### src/rtl/universal_shift_reg.sv
// Universal shift register: hold / shift right / shift left / parallel load, plus an
// automatic load-and-serial-out sequence. Define USR_ROTATE_EN to rotate instead of filling from sin.
module universal_shift_reg #(
  parameter int WIDTH = 8,
  parameter int CNT_W = $clog2(WIDTH + 1)
) (
  input  logic             clk,
  input  logic             rst_n,
  input  logic             en,
  input  logic [1:0]       mode,
  input  logic             start,
  input  logic [WIDTH-1:0] d,
  input  logic             sin,
  output logic [WIDTH-1:0] q,
  output logic             sout,
  output logic             busy,
  output logic             done
);

  typedef enum logic [1:0] {
    IDLE  = 2'd0,
    SHIFT = 2'd1,
    DONE  = 2'd2
  } state_t;

  state_t           state_reg, state_next;
  logic [WIDTH-1:0] q_reg, q_next;
  logic [CNT_W-1:0] cnt_reg, cnt_next;
  logic             busy_reg, done_reg;
  logic             fill_bit;

`ifdef USR_ROTATE_EN
  assign fill_bit = q_reg[0];
`else
  assign fill_bit = sin;
`endif

  // State register; en gates every update so a paused sequence loses no bit.
  always_ff @(posedge clk or negedge rst_n) begin
    if (!rst_n) begin
      state_reg <= IDLE;
    end else if (en) begin
      state_reg <= state_next;
    end
  end

  always_comb begin
    state_next = state_reg;
    case (state_reg)
      IDLE:    if (start) state_next = SHIFT;
      SHIFT:   if (cnt_reg == CNT_W'(1)) state_next = DONE;
      DONE:    state_next = IDLE;
      default: state_next = IDLE;
    endcase
  end

  always_comb begin
    q_next   = q_reg;
    cnt_next = cnt_reg;
    case (state_reg)
      IDLE: begin
        if (start) begin
          q_next   = d;
          cnt_next = CNT_W'(WIDTH);
        end else begin
          case (mode)
            2'b01:   q_next = {sin, q_reg[WIDTH-1:1]};
            2'b10:   q_next = {q_reg[WIDTH-2:0], sin};
            2'b11:   q_next = d;
            default: q_next = q_reg;
          endcase
        end
      end
      SHIFT: begin
        q_next   = {fill_bit, q_reg[WIDTH-1:1]};
        cnt_next = cnt_reg - CNT_W'(1);
      end
      default: begin
        q_next   = q_reg;
        cnt_next = cnt_reg;
      end
    endcase
  end

  // busy/done are registered from the next state so they line up with state_reg.
  always_ff @(posedge clk or negedge rst_n) begin
    if (!rst_n) begin
      q_reg    <= '0;
      cnt_reg  <= '0;
      busy_reg <= 1'b0;
      done_reg <= 1'b0;
    end else if (en) begin
      q_reg    <= q_next;
      cnt_reg  <= cnt_next;
      busy_reg <= (state_next != IDLE);
      done_reg <= (state_next == DONE);
    end
  end

  assign q    = q_reg;
  assign sout = q_reg[0];
  assign busy = busy_reg;
  assign done = done_reg;

endmodule

### config.mk
export PLATFORM = sky130hd
export DESIGN_NAME = universal_shift_reg
export DESIGN_NICKNAME = d
export VERILOG_FILES = /design/src/rtl/universal_shift_reg.sv
export SDC_FILE = /design/constraint.sdc
export NUM_CORES = 1
export LEC_CHECK = 0
export BUFFER_PORTS_ARGS = -buffer_cell sky130_fd_sc_hd__buf_2
export CORE_MARGIN = 1.5
export CORE_UTILIZATION = 57
export DETAILED_ROUTE_END_ITERATION = 8
export PLACE_DENSITY = 0.94
export SLEW_MARGIN = 20
export SYNTH_ARGS = -nofsm -noshare
export SYNTH_HDL_FRONTEND = slang
export SYNTH_SLANG_ARGS = --single-unit
export TNS_END_PERCENT = 30
### constraint.sdc
create_clock -name clk -period 2.9 [get_ports clk]
set_clock_uncertainty 0.2 [all_clocks]
set_input_delay 0.435 -clock clk [delete_from_list [all_inputs] [get_ports clk]]
set_output_delay 0.435 -clock clk [all_outputs]
set_load 0.02 [all_outputs]
== Word level (Yosys, flattened, before mapping) ==
Cells that the tools add are included.

* Flip-flop bits (word level): 16
* Bits in latches: 0
* Memory bits (writable): 0
* ROM bits: 0
* Output and inout port bits: 11
* Memories: 0

* Add/subtract/negate cells: 1
* Multiply operators: 0
* Divide/modulo/power cells: 0
* Magnitude comparators: 0
* Eq/ne operators: 8
* Shift-type cells: 0
* Muxes and demuxes: 8
* Bitwise operators: 0
* Reductions and logical operators: 5

{| class="wikitable"
|+ Operator list
! kind !! number
|-
| $pmux W8 S3 || 1
|-
| $pmux W8 S2 || 1
|-
| $mux W8 || 1
|-
| $pmux W4 S2 || 1
|-
| $eq A2 B2 Y1 const B || 3
|-
| $reduce_and A3 Y1 || 2
|-
| $ne A5 B2 Y1 const B || 1
|-
| $eq A2 B1 Y1 const B || 2
|-
| $eq A4 B1 Y1 const B || 1
|-
| $mux W2 || 2
|-
| $mux W4 || 1
|-
| $pmux W2 S2 || 1
|-
| $reduce_bool A2 Y1 || 2
|-
| $sub A4 B1 Y4 const B || 1
|-
| $logic_not A2 Y1 || 1
|-
| $ne A2 B2 Y1 const B || 1
|}

== Depth between registers and ports, before layout ==
* Depth after elaboration: 4
* Mapped depth: 5
* Gate-level depth less buffers: 5

== Worst setup path after synthesis ==
Ideal clock, no wire load.

* Kind: flip-flop to flip-flop
* From: reg cnt_reg[1]
* To: reg done_reg (netlist: done)
* Arrival time: 1280 ps
* Required time: 2617 ps
* Path slack: 1338 ps
* Stages on the path, launching flop included: 6
* Cells stage by stage: dfrtp_1 inv_1 ha_1 or3b_1 or3_1 o21ai_0

* Word-level cells in the longest chain between the ends: 4

{| class="wikitable"
|+ Ends and longest elaborated chain
! item !! RTL line !! text
|-
| start: declaration || 28 || <nowiki>logic [CNT_W-1:0] cnt_reg, cnt_next;</nowiki>
|-
| start signal: assignment || 94 || <nowiki>cnt_reg <= cnt_next;</nowiki>
|-
| $eq A4 B1 Y1 || 51 || <nowiki>SHIFT: if (cnt_reg == CNT_W'(1)) state_next = DONE;</nowiki>
|-
| $mux W2 || 51 ||
|-
| $pmux W2 S2 || 49 || <nowiki>case (state_reg)</nowiki>
|-
| $eq A2 B2 Y1 || 96 || <nowiki>done_reg <= (state_next == DONE);</nowiki>
|-
| end signal: assignment || 96 ||
|-
| end: declaration || 29 || <nowiki>logic busy_reg, done_reg;</nowiki>
|}

No other way between the ends.
A chain may end at the register's enable or synchronous reset.

== Worst setup path after layout ==
* From: reg state_reg[0]
* To: reg q_reg[3] (netlist: q[3])

* Word-level cells in the longest chain between the ends: 3
* Elaborated cells on any way between the ends: 6
* Classes of those cells: eq/ne (2); mux (1); reduce/logical (3)

{| class="wikitable"
|+ Ends and longest elaborated chain
! item !! RTL line !! text
|-
| start: declaration || 26 || <nowiki>state_t state_reg, state_next;</nowiki>
|-
| start signal: assignment || 43 || <nowiki>state_reg <= state_next;</nowiki>
|-
| $logic_not A2 Y1 or $eq A2 B1 Y1 (tied branches) || 60 || <nowiki>case (state_reg)</nowiki>
|-
| $ne A5 B2 Y1 (no source line) or $reduce_bool A2 Y1 (tied branches) || n/a ||
|-
| $reduce_and A3 Y1 (no source line) || n/a ||
|-
| end signal: assignment || 93 || <nowiki>q_reg <= q_next;</nowiki>
|-
| end: declaration || 27 || <nowiki>logic [WIDTH-1:0] q_reg, q_next;</nowiki>
|}

Parallel ways exist; a longest one is shown, timed or not.

==> results.py <==
metrics = {
    "clock_network": {
        "cts_root_buffer": "clkbuf_4",
        "cts.clk_slew.worst_paths_ns": 0.09,
        "htreeDepth": 1,
        "clk_path_buf_depth": 2,
        "cts_buffers": 3,
        "cts_tree": "built",
        "clock-sinks": 16,
        "hold_buffers": 1,
        "clk-insertion-delay-late_ns": 0.28,
        "cts_setup_buffers": 0,
        "postCtsResizedCells": 0,
    },
    "final_layout": {
        "layout_common_cells": "buf_2 (25), o21ai_0 (16), dfrtp_1 (16), a21oi_1 (9)",
        "ff_latch_area_um2": 400,
        "diodes": 0,
        "fillers": 143,
        "mostFrequentLayoutCell": "buf_2",
        "drive_above_1_share_pct": 31.1,
        "num-nets-final": 151,
        "syn_to_final_growth_pct": 7.44,
        "multi_input_area_um2": 598,
        "largest_register_ffs": 8,
    },
    "yosys": {
        "ys_ff_latch": 16,
        "syn_nets": 131,
        "synth-seq-area-share_pct": 35.6,
        "synth.distinct_cells": 34,
        "syn_area_mm2": 0.00113,
        "syn_inst": 114,
        "avgSynthCellArea_um2": 9.88,
        "yosysWarnings": 0,
    },
    "worst_setup_path": {
        "path_max_fanout": 11,
        "worstPathArrival_ns": 1.90,
        "reg2reg_depth": 3,
        "r2r_slack_ns": 0.96,
        "r2r_end": "q[3]$_DFFE_PN0P_",
        "rr_startpoint": "state_reg[0]$_DFFE_PN0P_",
        "worstPathRequired_ns": 2.86,
        "critical_path_class": "register to register",
        "startpoint_type": "register",
        "end_kind": "register",
    },
    "drt": {
        "vias": 959,
        "wl_per_cell_um": 15.6,
        "drt_iter0_markers": 46,
        "drc_errors": 0,
        "drt-total-wl_mm": 2.45,
        "dr.pass1.iters": 4,
        "ant_nets": 0,
        "viasPerCell": 6.11,
    },
    "sta": {
        "report.final.setup_viol": 0,
        "hold_violations": 0,
        "relSlewSlack_pct": 63.5,
        "final.min_clock_period_ns": 1.94,
        "rsz0062_at_grt": "no",
        "drv_slew": 0,
        "post-route-period-util_pct": 66.8,
        "max_slew.worst_pin.slew_ns": 0.545,
        "fmaxAchievable_mhz": 517,
        "setup_tns_ns": 0,
        "holdWs_ns": 0.242,
    },
    "global_route": {
        "grt_pass1_vias": 946,
        "met1_usage_pct": 30.8,
        "grt.total_usage_pct": 24.9,
        "antenna_found_initial": 0,
        "overflow": 0,
        "grt.busiest_layer": "met2",
        "met2_usage_pct": 44.1,
        "globalRouteMet3Util_pct": 5.66,
        "grt_pass1_wl_mm": 3.97,
        "grt_start_max_net_pins": 23,
    },
    "floorplanning": {
        "core_mm2": 0.00178,
        "initial_core_util_pct": 63.2,
        "dieArea_mm2": 0.00225,
        "fp.dieW_um": 47.4,
        "die_h_um": 47.4,
        "row_count": 15,
        "io_pins": 26,
    },
    "min_path": {
        "min_from": "en",
        "hold_end": "state_reg[0]$_DFFE_PN0P_",
        "hp-class": "input pin to register",
        "min_delay_path_depth": 2,
    },
    "run": {
        "cap_violations": 0,
    },
    "pwr": {
        "irDropWorstVdd_v": 0.000725,
        "power_density_mw_per_mm2": 944,
        "p_leak_nw": 0.523,
    },
    "placed_design": {
        "gp_congestion": 0.869,
        "dpl.hpwl_mm": 1.71,
        "portBuffers": 25,
    },
    "run_status": {
        "outcome": "complete, no violations",
    },
}
==> worst max-delay path, cell delays in order, from the launching register on <==
cell and delay (ns):
dfrtp_1 0.54, nor4_4 0.52, nand2b_1 0.41, o31ai_2 0.14
==> metal layers <==
metal	part of all wire, %	vias up
li1	-	454
met1	44	455
met2	48	46
met3	6.7	4
met4	0.94	0
met5	0	-
==> cells by family after synthesis <==
kind of cell | after synthesis | share of synthesized area [%]
AOI/OAI and AO/OA | 44 | 25.1
adders and majority gates | 2 | 2.22
buffers and inverters | 17 | 11.3
DFF | 16 | 35.6
muxes | 1 | 0.889
and+or+nand+nor | 34 | 24.9
==> cells in the mapped netlist (all sizes together) <==
cell     count  area (um^2)
dfrtp       16          400
nor4         8         65.1
and3b        1         10.0
nor2         3         11.3
o21a         7         52.6
and2b        1         7.51
or3          1         6.26
nand3b       1         7.51
o22ai        2         12.5
clkbuf       2         8.75
nand2        1         3.75
a22o         1         8.76
or3b         1         8.76
ha           2         25.0
mux2i        1         10.0
o21ai       16         80.1
nand2b       5         31.3
o31ai        8         75.1
or2          1         6.26
nor2b        1         13.8
nor3b        8         95.1
nor4b        1         8.76
a21oi        9         45.0
nor3         1         5.00
a2bb2oi      1         8.76
inv          6         22.5
buf          9         96.3
==> power breakdown <==
group | internal, mW | leakage (nW) | switching [mW]
sequential | 0.323 | 0.196 | 0.112
combinational | 0.254 | 0.313 | 0.338
clock | 0.0482 | 0.0138 | 0.0662
total | 0.625 | 0.523 | 0.516
==> through the flow <==
step	total power, mW	worst slack, ns	cells	utilization, %	cell area [um^2]
floorplan	0.911	1.34	114	-	1130
global placement	0.992	0.930	153	66.0	1180
detailed placement	1.03	0.858	153	66.0	1180
CTS	1.14	1.00	157	67.9	1210
global route	1.24	0.907	157	67.9	1210
finish	1.14	0.964	157	67.9	1210
==> worst max path at each step <==
| stage | from | end | cells past startpoint |
|---|---|---|---|
| 5_1_grt | state_reg[0]$_DFFE_PN0P_ | q[0]$_DFFE_PN0P_ | 3 |
| 3_5_place_dp | start | q[3]$_DFFE_PN0P_ | 4 |
| 2_1_floorplan | cnt_reg[1]$_DFFE_PN0P_ | done$_DFFE_PN0P_ | 5 |
| 3_3_place_gp | start | q[0]$_DFFE_PN0P_ | 4 |
| 6_report | state_reg[0]$_DFFE_PN0P_ | q[3]$_DFFE_PN0P_ | 3 |
| 4_1_cts | state_reg[0]$_DFFE_PN0P_ | q[6]$_DFFE_PN0P_ | 3 |
==> final cells by class <==
class                           count  area share (%)
Inverter                            6            1.86
Multi-Input combinational cell     81            49.4
Tap cell                           25            2.59
Sequential cell                    16            33.1
Timing Repair Buffer               26            11.2
Clock buffer                        3            1.86
No activity file was read; power rests on OpenSTA's default activity.
